`config.mk`:
```
export PLATFORM = sky130hd
export DESIGN_NAME = reg_writeback
export DESIGN_NICKNAME = d
export VERILOG_FILES = /design/src/rtl/reg_writeback.sv
export SDC_FILE = /design/constraint.sdc
export NUM_CORES = 1
export LEC_CHECK = 0
export ABC_AREA = 1
export CELL_PAD_IN_SITES_DETAIL_PLACEMENT = 0
export CELL_PAD_IN_SITES_GLOBAL_PLACEMENT = 1
export CORE_UTILIZATION = 45
export DETAILED_ROUTE_END_ITERATION = 10
export PLACE_DENSITY = 0.91
export REMOVE_ABC_BUFFERS = 1
export SYNTH_ARGS = -nofsm -noshare
export SYNTH_HDL_FRONTEND = slang
export SYNTH_SLANG_ARGS = --single-unit
```
`constraint.sdc`:
```
create_clock -name clock -period 9.35 [get_ports clock]
set_input_delay 1.4025 -clock clock [delete_from_list [all_inputs] [get_ports clock]]
set_output_delay 1.4025 -clock clock [all_outputs]
set_load 0.1 [all_outputs]
```
`src/rtl/reg_writeback.sv`:
```
// Register-file write driver: a small FIFO of pending writes from ALU and memory stages,
// drained by an FSM that emits one registered, glitch-free regWrite pulse per write.
// Optional WB_ZERO_GUARD_EN: requests targeting register 0 are accepted but dropped.
module reg_writeback #(
   parameter int DEPTH = 4,
   parameter int AW    = 5,
   parameter int DW    = 32
) (
   input  logic          clock,
   input  logic          reset,
   input  logic          aluValid,
   input  logic [AW-1:0] aluReg,
   input  logic [DW-1:0] aluData,
   output logic          aluReady,
   input  logic          memValid,
   input  logic [AW-1:0] memReg,
   input  logic [DW-1:0] memData,
   output logic          memReady,
   output logic [AW-1:0] writeReg,
   output logic [DW-1:0] writeData,
   output logic          regWrite,
   output logic          busy,
   output logic [1:0]    fsm_state
);

   localparam int PW = $clog2(DEPTH);
   localparam int CW = PW + 1;
   localparam logic [CW-1:0] DEPTH_C = CW'(DEPTH);

   // Handshake: a request transfers on a rising clock edge where valid && ready are both
   // high; producers hold valid/reg/data stable until then. Ready depends only on count
   // and memValid, never on the producer's own valid.

   typedef enum logic [1:0] {
      IDLE   = 2'd0,
      SETUP  = 2'd1,
      STROBE = 2'd2,
      HOLD   = 2'd3
   } state_t;

   state_t state, state_next;

   logic [AW+DW-1:0] fifo [DEPTH];
   logic [PW-1:0]    wr_ptr;
   logic [PW-1:0]    rd_ptr;
   logic [PW-1:0]    alu_ptr;
   logic [CW-1:0]    count;
   logic [CW-1:0]    free;
   logic             mem_acc;
   logic             alu_acc;
   logic             mem_enq;
   logic             alu_enq;
   logic             pop;

   assign free     = DEPTH_C - count;
   assign memReady = (free != '0);
   // Memory wins the last free slot; the ALU needs two unless memory is quiet.
   assign aluReady = (free >= CW'(2)) || ((free == CW'(1)) && !memValid);
   assign mem_acc  = memValid && memReady;
   assign alu_acc  = aluValid && aluReady;

`ifdef WB_ZERO_GUARD_EN
   assign mem_enq = mem_acc && (memReg != '0);
   assign alu_enq = alu_acc && (aluReg != '0);
`else
   assign mem_enq = mem_acc;
   assign alu_enq = alu_acc;
`endif

   // ALU entry lands behind a same-cycle memory entry, so it retires later.
   assign alu_ptr = wr_ptr + PW'(mem_enq);
   assign pop     = ((state == IDLE) || (state == HOLD)) && (count != '0);

   always_ff @(posedge clock or posedge reset) begin
      if (reset) begin
         for (int i = 0; i < DEPTH; i++) fifo[i] <= '0;
         wr_ptr <= '0;
         rd_ptr <= '0;
         count  <= '0;
      end else begin
         if (mem_enq) fifo[wr_ptr] <= {memReg, memData};
         if (alu_enq) fifo[alu_ptr] <= {aluReg, aluData};
         wr_ptr <= wr_ptr + PW'(mem_enq) + PW'(alu_enq);
         if (pop) rd_ptr <= rd_ptr + PW'(1);
         count <= count + CW'(mem_enq) + CW'(alu_enq) - CW'(pop);
      end
   end

   always_comb begin
      state_next = state;
      case (state)
         IDLE:    if (count != '0) state_next = SETUP;
         SETUP:   state_next = STROBE;
         STROBE:  state_next = HOLD;
         HOLD:    state_next = (count != '0) ? SETUP : IDLE;
         default: state_next = IDLE;
      endcase
   end

   // regWrite comes straight from a flop so the register file sees a clean edge.
   always_ff @(posedge clock or posedge reset) begin
      if (reset) begin
         state     <= IDLE;
         regWrite  <= 1'b0;
         writeReg  <= '0;
         writeData <= '0;
      end else begin
         state    <= state_next;
         regWrite <= (state_next == STROBE);
         if (pop) {writeReg, writeData} <= fifo[rd_ptr];
      end
   end

   assign busy      = (count != '0) || (state != IDLE);
   assign fsm_state = state;

endmodule
```
**After elaboration in Yosys (flattened, before gate mapping)**

Index checks and enable logic that the tools add are counted.

- Equality and inequality tests: 5
- Reductions and logical operators: 14
- Multiplexer cells: 14
- Magnitude comparators: 6
- $add $sub $neg: 7
- Bitwise gates (word level): 3

Operator list:

| cell | number |
|---|---|
| $bwmux 148 | 2 |
| $mux 148 | 2 |
| $demux 37 s2 | 2 |
| $mux 37 | 4 |
| $bmux 37 s2 | 1 |
| $ge 3x3->1 const B | 3 |
| $not 2->3 | 3 |
| $pmux 2 s4 | 1 |
| $add 3x1->3 | 2 |
| $eq 2x2->1 const B | 3 |
| $logic_and 1x1->1 | 6 |
| $lt 3x1->1 const B | 2 |
| $reduce_bool 3->1 | 2 |
| $add 2x1->2 | 2 |
| $eq 3x1->1 const B | 1 |
| $ge 3x2->1 const B | 1 |
| $logic_or 1x1->1 | 3 |
| $sub 3x1->3 | 1 |
| $sub 3x3->3 const A | 1 |
| $add 2x1->2 const B | 1 |
| $eq 2x1->1 const B | 1 |
| $logic_not 2->1 | 1 |
| $mux 2 | 1 |
| $reduce_bool 2->1 | 1 |
| 2 further kinds | 2 |

- Bits of input ports: 78
- Register bits: 195
- Word-level logic and storage cells: 60

**Depth between registers and ports, before layout**

- Depth in word-level cells: 11
- Mapped depth: 16

**Worst setup path before layout**

No wires, ideal clock.

- Kind: input port to output port
- Start point: in memValid
- End point: out aluReady
- Cell stages on the path: 5
- Setup slack: 5735 ps
- Path buffers: 2
- Data arrival time: 2212 ps
- Cells stage by stage: inv_2 > nand2_1 > nand3_1 > buf_4 > buf_2

- Cells in the longest elaborated chain, start to end: 3

RTL lines:

| item | line | RTL |
|---|---|---|
| start, declared | 15 | `input logic memValid,` |
| $logic_not 1->1 | 58 | `assign aluReady = (free >= CW'(2)) \|\| ((free == CW'(1)) && !memValid);` |
| $logic_and 1x1->1 | 58 |  |
| $logic_or 1x1->1 | 58 |  |
| end, declared | 14 | `output logic aluReady,` |

Every way passes these cells.

**Worst setup path after layout**

Same ends and word-level chain as after synthesis.

==> results.md <==
- CTS H-Tree Depth: 4
- Total wire length: 39200 um
- Hold WC Path Type: register to register
- Largest net degree at the start of global routing: 135
- DRT iter0 DRCs: 1142
- Worst reg-to-reg path cell count: 14
- Endpoints failing hold: 0
- Routed Antenna Nets: 0
- CP Class: input pin to output pin
- CTS tree: built
- Avg Cell Area, Syn: 6.72 um2
- Post-synthesis sequential area ratio: 40.7%
- Layout area overhead: 13.3%
- Synth top area cells: dfrtp_1 (41%), nand2_1 (28%), nand4_1 (7.7%)
- Clk_lat worst skew: 0.44 ns
- Post-Synth Simple-Gate Area: 43.8%
- Global-route wire length before repair: 62100 um
- Via count: 11895
- Hold path start: writeData[23]
- Top cell type's share of synthesized area: 40.7%
- Fraction of layout cells with a size suffix above 1: 4.24%
- Flop-to-flop setup slack: 5.17 ns
- Clock buffer depth: 2
- Core outline area: 26100 um2
- Post-DP Area: 13000 um2
- PortBufs: 120
- Buffer count from post-CTS setup fixing: 0
- Fmax: 0.191 GHz
- Slew Viols, Final: 0
- Netlist cell types: 29
- Post-route minimum period: 5.23 ns
- Post-Synth Adder-Cell Area: 1.52%
- Fin Clk Skew: 0.0104 ns
- Max_cap viols: 0
- Die width: 165 um
- Via/cell ratio: 5.53
- Area leader, netlist: dfrtp_1
- # diodes: 0
- Clock transition at path regs: 0.07 ns
- # hold bufs at CTS: 0
- TritonCTS Buffers: 17
- Critical Path RT: 7.95 ns
- PostCTS Resize Cnt: 0
- Starting Density: 46.0%
- Cell count after synthesis: 1785
- Final period util: 55.9%
- Mux contribution to synthesized area: 0%
- Worst R2R End: fifo[72]
- Register bit total from synthesis: 195
- Die area: 27300 um2
- Synth warn: 0
- Total GRT Usage: 29.6%
- FP Rows: 59
- CTS Sinks: 195
- Fin area: 13600 um2
- Fin nets: 1896
- Clock root cell: clkbuf_16
- Critical Path Sink Type: output pin
- I/O Pins: 121
- Final HPWL DP: 20700 um
- Vias in the first global route: 11299
- R2R Path Start: count[1]
- Slew @ Worst Pin: 1.18 ns
- Hold depth: 2
- Worst Hold Path EP: writeData[23]
- Gr ovfl total: 0
- First-pass detailed-route iteration total: 8
- GP Congestion: 0.780
- Initial antenna violation count: 0
- Run status: completed
- Setup total negative slack: 0 ns
- Routed WL per cell: 18.2 um
- Mapped cell area: 12000 um2
- Xor and xnor area share after synthesis: 0.365%
- Final setup vio count: 0
- Largest family of logic cells by synthesized area: simple AND/OR/NAND/NOR gates
- Worst setup SP type: input pin
- Drt drc: 0
- Critical path data arrival time: 3.83 ns
- Die Y: 165 um
- Largest fanout on the critical path: 36
- Post-Route Utilization: 52.1%
- RSZ-0062 raised after global routing: false
- Relative slew slack: 21.1%
- Complex-gate fraction of the synthesized area: 6.29%
## metrics by stage
step           std cells  worst slack (ns)  hold slack, ns
2_1_floorplan       1643              2.19           0.507
6_report            2152              4.12           0.480
4_1_cts             2152              4.15           0.483
5_1_grt             2152              4.09           0.497
3_3_place_gp        2120              4.18           0.461
3_5_place_dp        2120              4.16           0.465
## worst max path at each step
stage                  start        end
CTS                 memValid   aluReady
global route        memValid   aluReady
floorplan           memValid  fifo[100]
global placement    memValid   aluReady
detailed placement  memValid   aluReady
finish              memValid   aluReady
## sequential cells by signal, summed over array words and instances, names as in the netlist
register   count
wr_ptr         2
fsm_state      2
fifo         148
rd_ptr         2
writeReg       5
writeData     32
count          3
regWrite       1
## cells in the final DEF, fill, tap and decap left out, types with 2 or more instances in the layout
cell and count:
nand2_1 904, dfrtp_1 194, nor2_1 150, nand4_1 148, clkdlybuf4s50_1 119, o21ai_0 97, o21ai_1 51, nand3_1 37
buf_4 23, clkbuf_16 17, inv_1 14, ha_1 13, nor2_4 6, inv_2 6, xor2_1 4, nand3_2 4
clkbuf_1 4, nand2_2 3, clkbuf_8 3, clkinv_2 3, clkinvlp_4 3, nand3_4 2, nor2_8 2
## cell families after synthesis
logic type	after synthesis
adders and majority gates	14
DFF	195
buffers and inverters	163
AOI/OAI and AO/OA	150
xor gates and xnor gates	5
and+or+nand+nor	1258
## synth_stat cells
| cell | count |
|---|---|
| clkbuf_1 | 34 |
| nand3_1 | 38 |
| buf_2 | 48 |
| nand2_4 | 1 |
| fa_1 | 1 |
| ha_1 | 13 |
| nand4_1 | 148 |
| clkbuf_2 | 4 |
| dfrtp_1 | 195 |
| nand3_4 | 1 |
| buf_4 | 30 |
| o21ai_1 | 51 |
| nand2_2 | 3 |
| nor2_2 | 4 |
| nor2_8 | 2 |
| nor2_1 | 151 |
| nand2_1 | 904 |
| xnor2_1 | 1 |
| nand3_2 | 4 |
| o21ai_0 | 97 |
| buf_6 | 12 |
| xor2_1 | 4 |
| buf_1 | 14 |
| inv_1 | 15 |
| nand3b_1 | 1 |
| nor2_4 | 1 |
| inv_2 | 6 |
| a21oi_1 | 1 |
| o221ai_1 | 1 |
## routing by layer
layer	wire, um	part of all wire (%)	global-route usage (%)
met3	2890	7.4	3.37
met4	798	2.0	9.30
met5	0	0	0
met2	18700	48	49.6
met1	16900	43	39.9
## area by class of cell
class                      instances  area [um2]
fill                            2641       12500
multi-input combinational       1427        6270
sequential                       195        4880
timing repair buffer             142        1360
clock buffer                      24         482
tap                              335         419
inverter                          21        86.3
clock inverter                     8        76.3
## critical path, cell delays in order
cell and delay [ns]:
clkdlybuf4s50_1 0.52, inv_2 0.08, nand2_1 0.08, nand3_4 0.43
clkdlybuf4s50_1 1.28
Power is left out: the tool's default activity adds up to more than one toggle a clock period on the data nets, which glitch-free logic cannot reach.
